File: src/rtl/wb_retire_unit_pkg.sv
// Shared writeback definitions: result-source and load-extension encodings.
package wb_retire_unit_pkg;

  typedef enum logic [1:0] {
    WB_SRC_ALU = 2'd0,
    WB_SRC_MEM = 2'd1,
    WB_SRC_PC8 = 2'd2,
    WB_SRC_MD  = 2'd3
  } wb_src_e;

  typedef enum logic [2:0] {
    EXT_LW  = 3'd0,
    EXT_LBU = 3'd1,
    EXT_LB  = 3'd2,
    EXT_LHU = 3'd3,
    EXT_LH  = 3'd4
  } ext_e;

endpackage

File: src/rtl/wb_retire_unit_load_ext.sv
// Load-data lane select and sign/zero extension for the W stage (purely combinational).
module wb_load_ext
  import wb_retire_unit_pkg::*;
(
  input  logic [2:0]  ext_op,
  input  logic [1:0]  addr_lo,
  input  logic [31:0] rdata,
  output logic [31:0] data
);

  logic [7:0]  byte_sel;
  logic [15:0] half_sel;

  // Low address bits pick the lane only; misalignment is not flagged here.
  always_comb begin
    byte_sel = rdata[{addr_lo, 3'b000} +: 8];
    half_sel = addr_lo[1] ? rdata[31:16] : rdata[15:0];
    data     = rdata;
    case (ext_op)
      EXT_LBU: data = {24'b0, byte_sel};
      EXT_LB:  data = {{24{byte_sel[7]}}, byte_sel};
      EXT_LHU: data = {16'b0, half_sel};
      EXT_LH:  data = {{16{half_sel[15]}}, half_sel};
      default: data = rdata;
    endcase
  end

endmodule

File: src/rtl/wb_retire_unit.sv
// Writeback/retire stage: M->W register, load extension, RF write-port arbitration with late MDU FIFO.
// Optional retire counter enabled by defining WB_RETIRE_CNT_EN.
module wb_retire_unit
  import wb_retire_unit_pkg::*;
#(
  parameter int REG_AW   = 5,
  parameter int MD_DEPTH = 2
`ifdef WB_RETIRE_CNT_EN
  ,
  parameter int CNT_W    = 32
`endif
) (
  input  logic              clk,
  input  logic              reset,
  input  logic              w_en,
  input  logic              w_flush,
  input  logic              m_valid,
  input  logic              m_regwrite,
  input  logic [REG_AW-1:0] m_waddr,
  input  logic [1:0]        m_src,
  input  logic [2:0]        m_extop,
  input  logic [31:0]       m_alu,
  input  logic [31:0]       m_rdata,
  input  logic [31:0]       m_pc8,
  input  logic [31:0]       m_md,
  input  logic              md_valid,
  output logic              md_ready,
  input  logic [REG_AW-1:0] md_waddr,
  input  logic [31:0]       md_data,
  output logic              md_pending,
  output logic [REG_AW-1:0] md_pend_addr,
  output logic              rf_we,
  output logic [REG_AW-1:0] rf_waddr,
  output logic [31:0]       rf_wdata,
  output logic              w_fwd_we
`ifdef WB_RETIRE_CNT_EN
  ,
  output logic [CNT_W-1:0]  retire_cnt
`endif
);

  localparam int PTR_W = $clog2(MD_DEPTH);

  logic              w_valid_q, w_valid_d;
  logic              w_regwrite_q, w_regwrite_d;
  logic [REG_AW-1:0] w_waddr_q, w_waddr_d;
  logic [1:0]        w_src_q, w_src_d;
  logic [2:0]        w_extop_q, w_extop_d;
  logic [31:0]       w_alu_q, w_alu_d;
  logic [31:0]       w_rdata_q, w_rdata_d;
  logic [31:0]       w_pc8_q, w_pc8_d;
  logic [31:0]       w_md_q, w_md_d;

  logic [31:0]       w_load_data;
  logic [31:0]       w_result;

  logic [REG_AW-1:0] fifo_addr_q [MD_DEPTH];
  logic [REG_AW-1:0] fifo_addr_d [MD_DEPTH];
  logic [31:0]       fifo_data_q [MD_DEPTH];
  logic [31:0]       fifo_data_d [MD_DEPTH];
  logic [PTR_W:0]    wr_ptr_q, wr_ptr_d;
  logic [PTR_W:0]    rd_ptr_q, rd_ptr_d;
  logic              fifo_empty, fifo_full;
  logic [REG_AW-1:0] head_addr;
  logic [31:0]       head_data;

  logic              pipe_req;
  logic              pop;
  logic              push;

  // M -> W capture: flush beats enable, otherwise hold
  always_comb begin
    w_valid_d    = w_valid_q;
    w_regwrite_d = w_regwrite_q;
    w_waddr_d    = w_waddr_q;
    w_src_d      = w_src_q;
    w_extop_d    = w_extop_q;
    w_alu_d      = w_alu_q;
    w_rdata_d    = w_rdata_q;
    w_pc8_d      = w_pc8_q;
    w_md_d       = w_md_q;
    if (w_flush) begin
      w_valid_d = 1'b0;
    end else if (w_en) begin
      w_valid_d    = m_valid;
      w_regwrite_d = m_regwrite;
      w_waddr_d    = m_waddr;
      w_src_d      = m_src;
      w_extop_d    = m_extop;
      w_alu_d      = m_alu;
      w_rdata_d    = m_rdata;
      w_pc8_d      = m_pc8;
      w_md_d       = m_md;
    end
  end

  always_ff @(posedge clk) begin
    if (reset) begin
      w_valid_q <= 1'b0;
    end else begin
      w_valid_q <= w_valid_d;
    end
  end

  always_ff @(posedge clk) begin
    w_regwrite_q <= w_regwrite_d;
    w_waddr_q    <= w_waddr_d;
    w_src_q      <= w_src_d;
    w_extop_q    <= w_extop_d;
    w_alu_q      <= w_alu_d;
    w_rdata_q    <= w_rdata_d;
    w_pc8_q      <= w_pc8_d;
    w_md_q       <= w_md_d;
  end

  wb_load_ext u_load_ext (
    .ext_op  (w_extop_q),
    .addr_lo (w_alu_q[1:0]),
    .rdata   (w_rdata_q),
    .data    (w_load_data)
  );

  always_comb begin
    w_result = w_alu_q;
    case (w_src_q)
      WB_SRC_ALU: w_result = w_alu_q;
      WB_SRC_MEM: w_result = w_load_data;
      WB_SRC_PC8: w_result = w_pc8_q;
      WB_SRC_MD:  w_result = w_md_q;
      default:    w_result = w_alu_q;
    endcase
  end

  // Late-result FIFO: extra pointer bit separates full from empty
  assign fifo_empty   = (wr_ptr_q == rd_ptr_q);
  assign fifo_full    = (wr_ptr_q[PTR_W] != rd_ptr_q[PTR_W]) &&
                        (wr_ptr_q[PTR_W-1:0] == rd_ptr_q[PTR_W-1:0]);
  assign head_addr    = fifo_addr_q[rd_ptr_q[PTR_W-1:0]];
  assign head_data    = fifo_data_q[rd_ptr_q[PTR_W-1:0]];
  assign md_pending   = ~fifo_empty;
  assign md_pend_addr = head_addr;
  assign w_fwd_we     = pipe_req;

  // Pipeline owns the port first; a FIFO entry for $0 is popped without writing.
  always_comb begin
    pipe_req = w_valid_q & w_regwrite_q & (w_waddr_q != '0);
    pop      = ~reset & ~pipe_req & ~fifo_empty;
    md_ready = ~fifo_full | pop;
    push     = md_valid & md_ready;
    rf_we    = 1'b0;
    rf_waddr = '0;
    rf_wdata = '0;
    if (~reset & pipe_req) begin
      rf_we    = 1'b1;
      rf_waddr = w_waddr_q;
      rf_wdata = w_result;
    end else if (pop) begin
      rf_we    = (head_addr != '0);
      rf_waddr = head_addr;
      rf_wdata = head_data;
    end
  end

  always_comb begin
    fifo_addr_d = fifo_addr_q;
    fifo_data_d = fifo_data_q;
    wr_ptr_d    = wr_ptr_q + {{PTR_W{1'b0}}, push};
    rd_ptr_d    = rd_ptr_q + {{PTR_W{1'b0}}, pop};
    if (push) begin
      fifo_addr_d[wr_ptr_q[PTR_W-1:0]] = md_waddr;
      fifo_data_d[wr_ptr_q[PTR_W-1:0]] = md_data;
    end
  end

  always_ff @(posedge clk) begin
    if (reset) begin
      wr_ptr_q <= '0;
      rd_ptr_q <= '0;
    end else begin
      wr_ptr_q <= wr_ptr_d;
      rd_ptr_q <= rd_ptr_d;
    end
  end

  always_ff @(posedge clk) begin
    fifo_addr_q <= fifo_addr_d;
    fifo_data_q <= fifo_data_d;
  end

`ifdef WB_RETIRE_CNT_EN
  logic [CNT_W-1:0] retire_cnt_q, retire_cnt_d;

  // A real instruction retires when it leaves W, whether replaced or flushed.
  always_comb begin
    retire_cnt_d = retire_cnt_q + CNT_W'(w_valid_q & (w_en | w_flush));
  end

  always_ff @(posedge clk) begin
    if (reset) begin
      retire_cnt_q <= '0;
    end else begin
      retire_cnt_q <= retire_cnt_d;
    end
  end

  assign retire_cnt = retire_cnt_q;
`endif

endmodule
File: config.mk
export PLATFORM = sky130hd
export DESIGN_NAME = wb_retire_unit
export DESIGN_NICKNAME = d
export VERILOG_FILES = /design/src/rtl/wb_retire_unit_pkg.sv /design/src/rtl/wb_retire_unit_load_ext.sv /design/src/rtl/wb_retire_unit.sv
export SDC_FILE = /design/constraint.sdc
export NUM_CORES = 1
export LEC_CHECK = 0
export BUFFER_PORTS_ARGS = -buffer_cell sky130_fd_sc_hd__buf_2
export CAP_MARGIN = 25
export CORE_AREA = 3 3 160 162
export DETAILED_ROUTE_END_ITERATION = 12
export DIE_AREA = 0 0 163 165
export GPL_TIMING_DRIVEN = 0
export PLACE_DENSITY = 0.74
export REMOVE_ABC_BUFFERS = 1
export SLEW_MARGIN = 15
export SYNTH_ARGS = -nofsm -noshare
export SYNTH_HDL_FRONTEND = slang
export SYNTH_SLANG_ARGS = --single-unit
File: constraint.sdc
create_clock -name clk -period 8.1 [get_ports clk]
set_input_delay 0.405 -clock clk [delete_from_list [all_inputs] [get_ports clk]]
set_output_delay 0.405 -clock clk [all_outputs]
set_load 0.02 [all_outputs]
**Yosys cells after proc, flatten, opt, wreduce, memory -nomap -nowiden**

Cells that the tools add are included.

- Add/sub/neg operators: 2
- Multipliers: 0
- Divide/modulo/power cells: 0
- Magnitude comparators: 3
- Equality and inequality tests: 10
- Shift-type cells: 1
- Multiplexer cells: 21
- Bitwise logic cells: 14
- Reduce and logical (&&, ||, !) cells: 7

Operators with widths:

| cell | count |
|---|---|
| $pmux W32 S4 | 2 |
| $mux W32 | 6 |
| $bwmux W64 | 1 |
| $demux W32 S1 | 1 |
| $shiftx A32 B6 Y8 | 1 |
| $mux W5 | 6 |
| $mux W16 | 1 |
| $bwmux W10 | 1 |
| $reduce_bool A5 Y1 | 2 |
| $and A1 B1 Y1 | 6 |
| $eq A3 B2 Y1 const B | 2 |
| $demux W5 S1 | 1 |
| $not A1 Y1 | 5 |
| $add A2 B1 Y2 | 2 |
| $eq A2 B2 Y1 const B | 2 |
| $ge A2 B2 Y1 const B | 2 |
| $not A1 Y2 | 2 |
| $eq A3 B1 Y1 const B | 1 |
| $eq A3 B3 Y1 const B | 1 |
| $eq A2 B1 Y1 const B | 1 |
| $eq A2 B2 Y1 | 1 |
| $logic_and A1 B1 Y1 | 2 |
| $logic_not A2 Y1 | 1 |
| $lt A2 B1 Y1 const B | 1 |
| 6 further kinds | 7 |

- Flip-flop bits (word level): 218
- Bits in latches: 0
- Memory bits (writable): 0
- ROM bits: 0
- Bits of input ports: 182
- Output and inout port bits: 46
- Word-level logic and storage cells: 73
- Memories kept: 0

**Longest topological paths before layout**

- Depth in word-level cells: 8
- Depth in mapped cells: 7

**Hierarchy**

A second synthesis with hierarchy kept.

- Cells, all modules: 513
- Area, all modules: 9,334.0 µm²

By module, submodules not included:

| module | times used | cells each | area an instance (µm²) | seq. area each (µm²) |
|---|---|---|---|---|
| wb_retire_unit | 1 | 374 | 8,411.8 | 6,496.2 |
| wb_load_ext | 1 | 139 | 922.1 | 0.0 |

**Least setup slack after synthesis**

No wires, ideal clock.

- Path kind: input to register
- From: input w_flush
- To: register w_alu_q[0], enable pin
- Setup time: 0.658 ns
- Arrival: 6.570 ns
- Required time: 7.442 ns
- Path slack: 0.872 ns
- Cell stages on the path: 1
- Buffers on the path: 0
- Cells stage by stage: nor2b_1

- Cells in the longest elaborated chain, start to end: 2

Ends and longest elaborated chain:

| what | line | source |
|---|---|---|
| start, declared | wb_retire_unit.sv:16 | `input logic w_flush,` |
| $not A1 Y1 (no line) | -- |  |
| $reduce_and A2 Y1 (no line) | -- |  |
| end signal, assigned | wb_retire_unit.sv:110 | `w_alu_q <= w_alu_d;` |
| end, declared | wb_retire_unit.sv:49 | `logic [31:0] w_alu_q, w_alu_d;` |

Every way passes these cells.
A chain may end at the register's enable or synchronous reset.

**Worst setup path in the final report**

- From: register w_src_q[1]
- To: output rf_wdata[10]

- Cells in the longest elaborated chain, start to end: 3

Ends and longest elaborated chain:

| what | line | source |
|---|---|---|
| start, declared | wb_retire_unit.sv:47 | `logic [1:0] w_src_q, w_src_d;` |
| start signal, assigned | wb_retire_unit.sv:108 | `w_src_q <= w_src_d;` |
| $eq A2 B2 Y1 (tied with other cells) | wb_retire_unit.sv:125 | `case (w_src_q)` |
| $pmux W32 S4 * | wb_retire_unit.sv:125 |  |
| $mux W32 * | wb_retire_unit.sv:153 | `if (~reset & pipe_req) begin` |
| end, declared | wb_retire_unit.sv:34 | `output logic [31:0] rf_wdata,` |

Mark *: on every way between the ends. The rest lies on a longest branch, timed or not.

==> impl_metrics.yaml <==
die:
  die_h_microns: 165
  die_area_sq_um: 26900
  row_count: 57
  ios: 228
  core_area_sq_um: 24200
  start_util_pct: 39.9
  die_w_microns: 163
status:
  outcome: "finished clean"
worst_setup_path:
  cp_top_family: "compound AO/OA/AOI/OAI gates"
  cp_cell_sequence: "buf_16 -> buf_8 -> nand2b_1 -> a211oi_2 -> nand2_4 -> o32ai_1 -> buf_2"
  critical_path_class: "flop to output port"
  worstSetupStartpointType: "flop"
  path_buf_inv: 3
  rr_worst_depth: 6
  critPathSlowestCell: "edfxtp_1"
  endpoint_kind: "output port"
  required_ns: 7.70
  cp_max_fo: 16
  critPathArrivalTime_ns: 3.36
  cp.depth: 7
  worst_path_largest_cell_delay_ns: 0.70
yosys:
  ys_seq_area_share_pct: 67.1
  postSynthCellCount: 677
  ys_ff_latch: 218
  yosysTopAreaCell: "edfxtp_1"
  synth_cell_types: 53
  synth_edf_count: 213
  synth.avg_cell_area_sq_um: 14.3
  synth_area_leaders: "edfxtp_1, mux2i_1, o2bb2ai_1"
  syn_area_sq_um: 9680
  synth_xor_area_share_pct: 0.453
  synthAdderAreaFrac_pct: 0.388
  synthFlopType: "edfxtp_1"
  yosysMostFrequentCell: "edfxtp_1"
  ys_async_sr_fraction_pct: 0
  synth-simple-area-share_pct: 6.17
  ys_warn_count: 0
  synth_commonest_cells: "edfxtp_1, mux2i_1, nand2_1, o21ai_0"
  synthMuxAreaShare_pct: 7.82
  synth_top_cell_area_share_pct: 66.1
  synth-compound-area-share_pct: 15.2
  synth_top_family_by_area: "compound AO/OA/AOI/OAI gates"
timing:
  fmax_mhz: 266
  fin_crit_sh_pct: 46.4
  rsz0062_at_grt: "no"
  skew_ns: 0.0140
  relSlewSlack_pct: 37.1
  setup_viol_count_final: 0
  tightest_slew_ns: 0.944
  finalHoldViolations: 0
  drv_slew: 0
  worst_slack_ns: 4.34
  min_period_ns: 3.76
final_layout:
  area_growth_pct: 25.5
  instances_no_fill: 1244
  post-route-util_pct: 50.1
  nNetsFinal: 1082
  fillCellCount: 2118
  drive_above_1_share_pct: 32.7
  multi_input_area_sq_um: 2960
  ff_latch_area_sq_um: 6500
clock_tree:
  cts_inserted_buffers: 24
  cts_hold_buf: 0
  ctsResizeCount: 0
  root_buffer: "clkbuf_16"
  clk_pin_slew_worst_paths_ns: 0.06
  post_cts_buffers: 0
  cts_buffer_depth: 3
  cts_tree: "yes"
  htreeDepth: 1
  insertion_delay_ns: 0.52
  cts.sinks: 218
placement:
  place_ws_ns: 4.82
  dp_hpwl_mm: 19.4
  io_buffers: 227
  dp_cells: 1195
  gp_routability_congestion: 0.846
global_route:
  use_met3_pct: 4.09
  grt-busiest-layer: "met2"
  grt_pass1_vias: 6790
  track_usage_pct: 19.5
  grt_max_degree: 40
  grt-ovfl-total: 0
  grt_pass1_wl_mm: 39.7
  grtUsageMet2_pct: 31.1
  antenna_found_initial: 4
  grt_use_met1_pct: 26.1
drt:
  post_drt_wl_per_cell_microns: 21.6
  vias: 6768
  viasPerCell: 5.44
  drt_iter0_drc: 645
  drcViolationCount: 0
  wl_mm: 26.9
  ant_nets: 0
  dr.pass1.iters: 5
hold_path:
  worstHoldPathType: "primary input to flop"
  whs_path_depth: 1
power_and_ir_drop:
  power_leakage_nw: 4.46
  ir_worst_vdd_mv: 0.168
  powerDensity_nw_per_um2: 245
job:
  maxCapViolCount: 0
## power breakdown
part / internal (mW) / leakage [nW] / switching (mW) / total, mW
clock: 0.605 / 0.362 / 0.429 / 1.03
combinational: 0.216 / 2.06 / 0.304 / 0.520
sequential: 1.34 / 2.04 / 0.0823 / 1.42
## metrics by stage
stage	total power, mW	cell area, sq um	hold WS (ns)	setup TNS, ns
global placement	1.94	11000	0.519	-246.10
finish	2.97	12100	0.0575	0
global route	3.10	12100	0.0386	0
floorplan	1.73	9450	0.472	0
detailed placement	1.97	11400	0.555	0
CTS	3.00	12100	0.0340	0
## layer usage
| layer | vias up | share of wire (%) |
|---|---|---|
| met3 | 53 | 8.3 |
| met1 | 3246 | 40 |
| met4 | 0 | 3.9 |
| li1 | 3152 | - |
| met2 | 317 | 47 |
| met5 | - | 0 |
## cell usage in the layout, fill, tap and decap left out, drive strengths merged, types with 13 or more instances in the layout
| cell | instances |
|---|---|
| o21bai | 18 |
| o32ai | 13 |
| a2bb2oi | 18 |
| edfxtp | 213 |
| a21oi | 27 |
| mux2i | 70 |
| o21ai | 32 |
| nand2 | 33 |
| clkbuf | 33 |
| o22ai | 26 |
| nand2b | 18 |
| o2bb2ai | 20 |
| a31oi | 18 |
| buf | 244 |
## final timing paths
| check | start | endpoint | slack (ns) |
|---|---|---|---|
| worst max-delay path | w_src_q[1] | rf_wdata[10] | 4.34 |
| worst min-delay path | m_rdata[0] | w_rdata_q[0] | 0.06 |
| worst max register to register | rd_ptr_q[0] | fifo_data_q[19] | 5.12 |
| worst min register to register | w_valid_q | w_valid_q | 0.56 |
## logic make-up after synthesis
group	count (synthesis)
AOI/OAI and AO/OA	209
and+or+nand+nor	106
DFF	218
muxes	74
buffers and inverters	62
xor gates and xnor gates	5
adders and majority gates	3
## sequential cells by signal, summed over array words and instances, names as in the netlist
signal	cells
fifo_data_q	64
w_regwrite_q	1
w_extop_q	3
w_waddr_q	5
w_pc8_q	32
w_alu_q	32
w_src_q	2
rd_ptr_q	2
w_rdata_q	32
fifo_addr_q	10
w_md_q	32
w_valid_q	1
wr_ptr_q	2
## final cells by class
class | count | area share, %
Clock buffer | 33 | 5.48
Antenna cell | 5 | 0.103
Multi-Input combinational cell | 397 | 24.3
Inverter | 12 | 0.371
Tap cell | 324 | 3.34
Sequential cell | 218 | 53.5
Clock inverter | 11 | 0.670
Timing Repair Buffer | 244 | 12.2
Note: power is estimated with default switching activity, not from simulation.
